===== src/rtl/game_ctrl.sv =====
// game_ctrl: play-state controller for the street-crossing game.
// Consumes the comparator's sticky crushed / level_up / endgame flags, tracks
// lives and level, and sequences comparator reset and mover respawn on frame
// boundaries.
// Optional feature: define GAME_TIMER_EN to enable the per-level frame timer
// (timer expiry costs a life exactly like a crush). Without it timer_left is 0.
// state_dbg exposes the FSM state for checkers.
module game_ctrl #(
    parameter int LIVES        = 3,
    parameter int DEAD_FRAMES  = 30,
    parameter int LEVEL_FRAMES = 1800
) (
    input  logic        clock,
    input  logic        reset,
    input  logic        start,
    input  logic        frame_tick,
    input  logic        crushed,
    input  logic        level_up,
    input  logic        endgame,
    output logic        cmp_resetn,
    output logic        respawn,
    output logic        playing,
    output logic        game_over,
    output logic        game_won,
    output logic [1:0]  lives,
    output logic        level,
    output logic [10:0] timer_left,
    output logic [2:0]  state_dbg
);

    typedef enum logic [2:0] {
        S_IDLE  = 3'd0,
        S_CLEAR = 3'd1,
        S_PLAY  = 3'd2,
        S_DYING = 3'd3,
        S_OVER  = 3'd4,
        S_WIN   = 3'd5
    } state_t;

    localparam logic [1:0] LIVES_INIT = 2'(LIVES);
    localparam logic [7:0] DEAD_INIT  = 8'(DEAD_FRAMES);

    // Reject out-of-range parameters at elaboration.
    if (LIVES < 1 || LIVES > 3) begin : g_bad_lives
        $error("game_ctrl: LIVES must be 1..3");
    end
    if (DEAD_FRAMES < 1 || DEAD_FRAMES > 255) begin : g_bad_dead
        $error("game_ctrl: DEAD_FRAMES must be 1..255");
    end
    if (LEVEL_FRAMES < 1 || LEVEL_FRAMES > 2047) begin : g_bad_level
        $error("game_ctrl: LEVEL_FRAMES must be 1..2047");
    end

    state_t      state, state_n;
    logic [1:0]  lives_n;
    logic        level_n;
    logic [7:0]  dead_cnt, dead_n;
    logic        lu_q, lu_n;
    logic        timer_expire;
    logic        timer_load;
    logic        lu_edge;

    assign state_dbg = state;
    assign lu_edge   = level_up && !lu_q;

`ifdef GAME_TIMER_EN
    localparam logic [10:0] TIMER_INIT = 11'(LEVEL_FRAMES);
    // A tick that takes the level timer from 1 to 0 counts as a crush.
    assign timer_expire = (state == S_PLAY) && frame_tick && (timer_left == 11'd1);
`else
    assign timer_expire = 1'b0;
`endif

    // Next-state, lives, level, death counter and level_up edge register.
    always_comb begin
        state_n    = state;
        lives_n    = lives;
        level_n    = level;
        dead_n     = dead_cnt;
        lu_n       = lu_q;
        timer_load = 1'b0;
        case (state)
            S_IDLE, S_OVER, S_WIN: begin
                if (start) begin
                    state_n = S_CLEAR;
                    lives_n = LIVES_INIT;
                    level_n = 1'b0;
                end
            end
            S_CLEAR: begin
                state_n    = S_PLAY;
                lu_n       = 1'b0;
                timer_load = 1'b1;
            end
            S_PLAY: begin
                lu_n = level_up;
                if (crushed || timer_expire) begin
                    if (lives == 2'd1) begin
                        state_n = S_OVER;
                        lives_n = 2'd0;
                    end else begin
                        state_n = S_DYING;
                        lives_n = lives - 2'd1;
                        dead_n  = DEAD_INIT;
                    end
                end else if (endgame) begin
                    state_n = S_WIN;
                end else if (lu_edge) begin
                    level_n    = 1'b1;
                    timer_load = 1'b1;
                end
            end
            S_DYING: begin
                // The comparator's crushed stays high here until CLEAR resets it.
                if (frame_tick) begin
                    dead_n = dead_cnt - 8'd1;
                    if (dead_cnt == 8'd1) begin
                        // A death always drops the player back to level 1.
                        state_n = S_CLEAR;
                        level_n = 1'b0;
                    end
                end
            end
            default: state_n = S_IDLE;
        endcase
    end

    // State and registered outputs, decoded from the next state.
    always_ff @(posedge clock or posedge reset) begin
        if (reset) begin
            state      <= S_IDLE;
            lives      <= LIVES_INIT;
            level      <= 1'b0;
            dead_cnt   <= 8'd0;
            lu_q       <= 1'b0;
            cmp_resetn <= 1'b0;
            respawn    <= 1'b0;
            playing    <= 1'b0;
            game_over  <= 1'b0;
            game_won   <= 1'b0;
        end else begin
            state      <= state_n;
            lives      <= lives_n;
            level      <= level_n;
            dead_cnt   <= dead_n;
            lu_q       <= lu_n;
            cmp_resetn <= (state_n == S_PLAY) || (state_n == S_DYING);
            respawn    <= (state_n == S_CLEAR);
            playing    <= (state_n == S_PLAY);
            game_over  <= (state_n == S_OVER);
            game_won   <= (state_n == S_WIN);
        end
    end

`ifdef GAME_TIMER_EN
    // Level timer: reload on CLEAR and accepted level-up, count frames in PLAY,
    // hold everywhere else.
    always_ff @(posedge clock or posedge reset) begin
        if (reset) begin
            timer_left <= 11'd0;
        end else if (timer_load) begin
            timer_left <= TIMER_INIT;
        end else if (state == S_PLAY && frame_tick && timer_left != 11'd0) begin
            timer_left <= timer_left - 11'd1;
        end
    end
`else
    assign timer_left = 11'd0;
    logic unused_timer_load;
    assign unused_timer_load = timer_load;
`endif

endmodule


===== config.mk =====
export PLATFORM = sky130hd
export DESIGN_NAME = game_ctrl
export DESIGN_NICKNAME = d
export VERILOG_FILES = /design/src/rtl/game_ctrl.sv
export SDC_FILE = /design/constraint.sdc
export NUM_CORES = 1
export LEC_CHECK = 0
export BUFFER_PORTS_ARGS = -buffer_cell sky130_fd_sc_hd__clkbuf_2
export CORE_MARGIN = 4
export CORE_UTILIZATION = 54
export CTS_BUF_LIST = sky130_fd_sc_hd__clkbuf_8
export CTS_CLUSTER_DIAMETER = 200
export DETAILED_ROUTE_END_ITERATION = 6
export GPL_ROUTABILITY_DRIVEN = 0
export PLACE_DENSITY = 0.81
export SETUP_SLACK_MARGIN = 0.02
export SYNTH_ARGS = -nofsm -noshare
export SYNTH_HDL_FRONTEND = slang
export SYNTH_SLANG_ARGS = --single-unit

===== constraint.sdc =====
create_clock -name clock -period 2.4 [get_ports clock]
set_input_delay 0.36 -clock clock [delete_from_list [all_inputs] [get_ports clock]]
set_output_delay 0.36 -clock clock [all_outputs]
set_load 0.02 [all_outputs]

Word-level counts from Yosys, hierarchy flattened

Cells that the tools add are included.

Reductions and logical operators: 12
Mux-type cells: 23
Add/subtract/negate cells: 2
Equal/unequal tests: 20

Operators by type and width:

| kind                                                                  | number |
|---|---|
| 8-bit 2-to-1 mux                                                      | 3 |
| 3-bit 2-to-1 mux                                                      | 6 |
| 2-bit != test, second input constant                                  | 8 |
| 8-bit one-hot mux with 2 select lines                                 | 1 |
| 3-bit by 2-bit equality test with 1-bit output, second input constant | 4 |
| 3-bit equality test, second input constant                            | 4 |
| 3-bit one-hot mux with 4 select lines                                 | 1 |
| 8-bit by 1-bit equality test with 1-bit output, second input constant | 1 |
| 8-bit by 1-bit subtractor with 8-bit output, second input constant    | 1 |
| 7-bit AND reduction                                                   | 1 |
| 3-bit by 1-bit equality test with 1-bit output, second input constant | 2 |
| 1-bit 2-to-1 mux                                                      | 6 |
| 2-bit 2-to-1 mux                                                      | 3 |
| 2-bit nonzero test                                                    | 3 |
| 2-bit one-hot mux with 2 select lines                                 | 1 |
| 4-bit AND reduction                                                   | 1 |
| 3-bit zero test                                                       | 1 |
| 1-bit one-hot mux with 3 select lines                                 | 1 |
| 3-bit AND reduction                                                   | 1 |
| 3-bit nonzero test                                                    | 1 |
| 3-bit OR reduction                                                    | 1 |
| 2-bit by 1-bit equality test with 1-bit output, second input constant | 1 |
| 1-bit one-hot mux with 2 select lines                                 | 1 |
| 2-bit by 1-bit subtractor with 2-bit output, second input constant    | 1 |
| other kinds (3)                                                       | 3 |

Output and inout bits: 22
Logic and storage cells: 67
Input bits: 7
Register bits after elaboration: 20

Depth between registers and ports, before layout

Gate-level depths: netlist (run 1).

Depth after elaboration: 6
Mapped depth: 7
Depth with buffers taken out: 7

Worst setup path after synthesis (run 1)

OpenSTA, ideal clock, no wires.

Path type: register -> register
Start: register lives[1]
End: register dead_cnt[6]
Buffers on the path: 0
Clock period less this slack: 2,148 ps
Arrival time: 2,070 ps
Data required time: 2,323 ps
Path slack: 252 ps
Stages on the path, launching flop included: 7
Setup time: 77 ps
Path through: dfstp_2 inv_1 ha_1 or3b_4 a21o_1 or4_1 a21oi_1

Cells in the longest elaborated chain, start to end: 3

RTL lines:

| item                                           | line | source |
|---|---|---|
| from (decl)                                    | 25   | `output logic [1:0] lives,` |
| from (signal assigned)                         | 143  | `lives <= lives_n;` |
| 2-bit by 1-bit equality test with 1-bit output | 98   | `if (lives == 2'd1) begin` |
| 2-bit != test (no source line)                 | -    |  |
| 4-bit AND reduction (no source line)           | -    |  |
| to (signal assigned)                           | 145  | `dead_cnt <= dead_n;` |
| to (decl)                                      | 57   | `logic [7:0] dead_cnt, dead_n;` |

No other way between the ends.
A chain may end at the register's enable or synchronous reset.

Worst setup path in the final report (run 1)

Ends and elaborated chain as after synthesis.

==> results.yml, run 1 <==
sta:
  layout_worst_path_cycle_share: 0.900
  clock.fmax_mhz: 463
  fin_skew_ns: 0.00306
  finalCriticalPeriod_ns: 2.16
  timing.setup.tns_ns: 0
  transition_time_of_the_tightest_slew_check_pin_ns: 0.741
  rsz0062_at_grt: "false"
  hold_viol: 0
  final-setup-viol-count: 0
  slew_headroom: 0.506
  maxSlewViolCount: 0
  hold_ws_ns: 0.197
critical_path:
  worstPathArrival_ns: 2.35
  minimum_setup_slack_among_reg_to_reg_paths_ns: 0.24
  criticalPathCategory: "reg2reg"
  cp_data_required_time_ns: 2.59
  crit_path_top_delay_cell: "dfstp_2"
  setup.worst_path.start_class: "flip-flop"
  slowest_delay_ns: 0.53
  crit_chain: "inv_1, ha_1, or3b_4, a21o_1, or4_1, a21oi_1"
  crit_path_end_kind: "flip-flop"
  cp_max_fo: 5
route:
  drt.antenna.violating_nets: 0
  initial_drc_count: 15
  detail_route.wl_per_cell_um: 14.4
  dr_total_vias: 922
  route.detailed.drc: 0
  first_pass_iters: 4
  route.detailed.vias_per_inst: 5.52
  finalWirelength_um: 2410
floorplanning:
  starting_density: 0.580
  count_of_standard_cell_rows: 16
  io_pins: 29
  floorplan.core_area_mm2: 0.00200
  fp.dieArea_mm2: 0.00296
  floorplan.die.width_um: 54.4
  chipHeight_um: 54.4
logic_synthesis:
  synth_seq_area_share: 0.433
  postSynthCellCount: 123
  synth.avg_cell_area_um2: 9.44
  synth.yosys.warnings: 0
  synth_top_area_cell: "dfrtp_1"
  synth_area_mm2: 0.00116
  synth_edf_count: 0
  most_common_cell_in_the_synthesized_netlist: "dfrtp_1"
  synthTopCellsByArea: "dfrtp_1 39%, buf_4 7.1%, dfstp_2 4.5%"
  synth-main-ff-cell: "dfrtp_1"
  ys_ff_latch: 20
  yosys.cell_types.count: 40
  ys_async_sr_fraction: 1.00
  synth_top_area_frac: 0.388
  synth_common_cells: "18 x dfrtp_1, 11 x buf_4, 10 x nor2_1, 8 x inv_1"
cells_and_area:
  final_core_utilization: 0.631
  num-nets-final: 151
  antenna_cells_inserted: 0
  final.fill_count: 187
  final_area_mm2: 0.00126
  layout-drive-gt1-share: 0.207
  area_growth_syn_to_layout_pct: 8.84
clock_tree:
  postCtsSetupRepairBufs: 0
  tritoncts_buffers: 3
  post_cts_resize_count: 0
  cts_num_sinks: 20
  h-tree-depth: 1
  cts.reportedPaths.clkPinSlew_ns: 0.07
  tritoncts: "yes"
  cts_buffer_depth: 2
  postCtsHoldBufs: 0
  cts_root_buf: "clkbuf_8"
  clk_latency_ns: 0.26
placement:
  detailed_place.area_mm2: 0.00122
  portBuffers: 17
  dp_hpwl_um: 1820
global_routing:
  vias_in_the_first_global_route: 952
  globalRouteOverflowTotal: 0
  largest_net_degree_at_the_start_of_global_routing: 21
  grtUsageTotal: 0.195
  antenna_found_initial: 0
  grt_pass1_wl_um: 4120
power_and_ir_drop:
  vdd_drop_max_v: 0.000770
  pwr_density_cell_mw_per_mm2: 1170
  total_leakage_power_nw: 0.623
  power_mw: 1.47
outcome:
  status: "completed"
flow_run:
  maxCapViolations: 0
hold_path:
  worst_hold_path_class: "in2async"
==> critical path: cells and delay by family (launching register included) <==
kind / cells / cell delay, ns
DFF: 1 / 0.53
adders and majority gates: 1 / 0.22
buffers and inverters: 1 / 0.05
AOI/OAI and AO/OA: 2 / 0.37
and+or+nand+nor: 2 / 0.92
==> state kept, by name, summed over array words and instances (netlist names) <==
name / cells
level: 1
dead_cnt: 8
playing: 1
respawn: 1
cmp_resetn: 1
game_over: 1
state_dbg: 3
lives: 2
lu_q: 1
game_won: 1
==> path summary, 6_finish.rpt <==
kind	cells after the start	start	end
max in group asynchronous	2	reset	dead_cnt[6]
worst min-delay path	2	reset	state_dbg[1]
worst max register to register	6	lives[1]	dead_cnt[6]
worst min register to register	2	lives[1]	lives[1]
worst max-delay path	6	lives[1]	dead_cnt[6]
min in group clock	2	frame_tick	dead_cnt[1]
==> metal layers <==
layer | up-vias | GRT usage | part of all wire | routed length (µm)
met5 | - | 0 | 0 | 0
met4 | 0 | 0.0788 | 0.017 | 40
met3 | 5 | 0.0436 | 0.052 | 126
met2 | 28 | 0.331 | 0.50 | 1200
met1 | 443 | 0.237 | 0.43 | 1040
li1 | 446 | - | - | -
==> report_power, final <==
group / leakage [nW] / internal (mW) / switching (mW)
logic: 0.357 / 0.252 / 0.441
clock network: 0.0269 / 0.114 / 0.112
registers: 0.239 / 0.452 / 0.102
total: 0.623 / 0.819 / 0.654
==> logic make-up (layout without fill, tap and decap cells) <==
group	after synthesis	in the layout	synth area share
AO/OA/AOI/OAI	29	29	0.167
other	1	11	0.00323
flip-flops	20	20	0.433
adder cells (fa/ha/maj)	3	3	0.0323
AND/OR/NAND/NOR	41	41	0.197
multiplexers	3	3	0.0269
XOR/XNOR	3	3	0.0226
buffers and inverters	23	30	0.117
==> cells in the final DEF, fill, tap and decap left out, types with 3 or more instances in the layout <==
master and n:
conb_1 11, clkbuf_2 17, a21oi_1 7, ha_1 3, clkbuf_8 3, nor3_1 3
nor2_1 10, inv_1 9, xnor2_1 3, o21ai_0 7, nand3b_1 3, nand2_1 6
dfrtp_1 18, nand2b_1 5
==> cell type report <==
type | instances | area, µm² | area share
multi-input cells | 90 | 559 | 0.443
flip-flops and latches | 20 | 503 | 0.398
clock inverters | 1 | 3.75 | 0.00297
repair buffers | 18 | 92.6 | 0.0733
clock buffers | 3 | 41.3 | 0.0327
well taps | 27 | 33.8 | 0.0267
inverters | 8 | 30.0 | 0.0238
==> metrics by stage <==
stage | std cells | setup slack, ns
final | 167 | 0.241
after global routing | 167 | 0.164
after CTS | 167 | 0.244
after detailed placement | 163 | 0.267
after global placement | 163 | 0.310
after floorplan | 133 | 0.252
No activity file was read; power rests on OpenSTA's default activity.
==> run 2, diff against run 1 <==
Settings changed: CORE_UTILIZATION 54 to 55, PLACE_DENSITY 0.81 to 0.82.
Clock period 2.4 ns to 2.55 ns, I/O delays scaled along.
==> results.yml, run 2 (synthesis gave the netlist of run 1 again) <==
critical_path:
  crit_path_top_delay_cell: "dfstp_2"
  crit_path_end_kind: "flip-flop"
  critical_path.reg2reg.startpoint: "lives[1]"
  cp_max_fo: 5
  cpLargestDelayFamily: "simple AND/OR/NAND/NOR gates"
  start_point_of_the_critical_path: "lives[1]"
  criticalPathCategory: "reg2reg"
  cp_data_required_time_ns: 2.73
  cp.buffers_inverters: 1
  setup.worst_path.start_class: "flip-flop"
  slowest_delay_ns: 0.54
  worstPathArrival_ns: 2.40
  crit_chain: "inv_1, ha_1, or3b_4, a21o_1, or4_1, a21oi_1"
floorplanning:
  io_pins: 29
  starting_density: 0.586
  chipHeight_um: 53.9
  floorplan.die.width_um: 53.9
  floorplan.core_area_mm2: 0.00198
  fp.dieArea_mm2: 0.00291
  count_of_standard_cell_rows: 16
sta:
  final-setup-viol-count: 0
  timing.setup.tns_ns: 0
  hold_viol: 0
  finalCriticalPeriod_ns: 2.22
  transition_time_of_the_tightest_slew_check_pin_ns: 0.740
  maxSlewViolCount: 0
  final_critical_path_setup_slack_ns: 0.327
  rsz0062_at_grt: "false"
  fin_skew_ns: 0.00192
  layout_worst_path_cycle_share: 0.872
  clock.fmax_mhz: 450
  slew_headroom: 0.506
cells_and_area:
  num-nets-final: 151
  max_reg_flops: 8
  area_growth_syn_to_layout_pct: 9.70
  mostFrequentLayoutCell: "dfrtp_1"
  fin_cells: 167
  top_register: "dead_cnt"
  antenna_cells_inserted: 0
  layout-drive-gt1-share: 0.214
  final.fill_count: 169
  commonest_cells_after_routing_fill_and_taps_aside: "18 x dfrtp_1, 17 x clkbuf_2, 11 x conb_1, 10 x nor2_1, 8 x inv_1"
clock_tree:
  cts_num_sinks: 20
  cts_root_buf: "clkbuf_8"
  tritoncts_buffers: 3
  cts.reportedPaths.clkPinSlew_ns: 0.07
  post_cts_resize_count: 0
  postCtsHoldBufs: 0
  cts_buffer_depth: 2
  clk_latency_ns: 0.25
  h-tree-depth: 1
  postCtsSetupRepairBufs: 0
  tritoncts: "yes"
placement:
  dpl_worst_slack_ns: 0.360
  dp_hpwl_um: 1800
  portBuffers: 17
  post-place-cells: 163
flow_run:
  maxCapViolations: 0
route:
  route.detailed.vias_per_inst: 5.44
  drt.antenna.violating_nets: 0
  finalWirelength_um: 2350
  first_pass_iters: 4
  initial_drc_count: 19
  dr_total_vias: 909
  detail_route.wl_per_cell_um: 14.1
  route.detailed.drc: 0
power_and_ir_drop:
  vdd_drop_max_v: 0.000659
  power_mw: 1.41
  total_leakage_power_nw: 0.625
  pwr_density_cell_mw_per_mm2: 1110
global_routing:
  largest_net_degree_at_the_start_of_global_routing: 21
  vias_in_the_first_global_route: 911
  globalRouteOverflowTotal: 0
  antenna_found_initial: 0
  grtUsageTotal: 0.185
  grt_pass1_wl_um: 3900
outcome:
  status: "completed"
hold_path:
  worst_hold_path_class: "in2async"
run 2: cell types whose count changed in the layout (fill, tap and decap cells not counted):
cell	before	now
clkbuf_8	3	4
inv_1	9	8
run 2: layer usage:
metal / routed length [µm] / global-route usage / part of all wire
met4: 10 / 0.0681 / 0.0043
met3: 113 / 0.0249 / 0.048
met5: 0 / 0 / 0
met2: 1210 / 0.329 / 0.51
met1: 1010 / 0.226 / 0.43
run 2: layout make-up:
cell class                 instances  area (µm²)  area share
inverter                           8        30.0      0.0236
multi-input combinational         90         559       0.439
tap                               27        33.8      0.0265
clock buffer                       4        55.1      0.0432
sequential                        20         503       0.395
timing repair buffer              18        92.6      0.0727
run 2: stage by stage:
stage	hold slack [ns]	area (µm²)	utilization
final	0.229	1270	0.643
after global routing	0.291	1270	0.643
after CTS	0.258	1270	0.643
after detailed placement	0.508	1220	0.615
after global placement	0.486	1220	0.615
after floorplan	0.345	1200	-
run 2: path summary, 6_finish.rpt:
check                               endpoint  slack, ns  cells past startpoint
worst max-delay path             dead_cnt[6]       0.33                      6
worst min-delay path             dead_cnt[1]       0.23                      2
min in group clock               dead_cnt[1]       0.40                      2
worst max register to register   dead_cnt[6]       0.33                      6
worst min register to register   dead_cnt[3]       0.52                      1
max in group asynchronous       state_dbg[2]       1.86                      2
run 2: worst reg2reg max path, stage by stage (launching register included):
cell     delay [ns]
dfstp_2        0.54
inv_1          0.06
ha_1           0.25
or3b_4         0.43
a21o_1         0.22
or4_1          0.50
a21oi_1        0.16
run 2: report_power, final:
group          switching, mW  total (mW)  leakage, nW  internal, mW
clock                 0.0963       0.233       0.0288         0.137
combinational          0.418       0.657        0.357         0.238
sequential            0.0951       0.521        0.239         0.426
total                  0.610        1.41        0.625         0.801
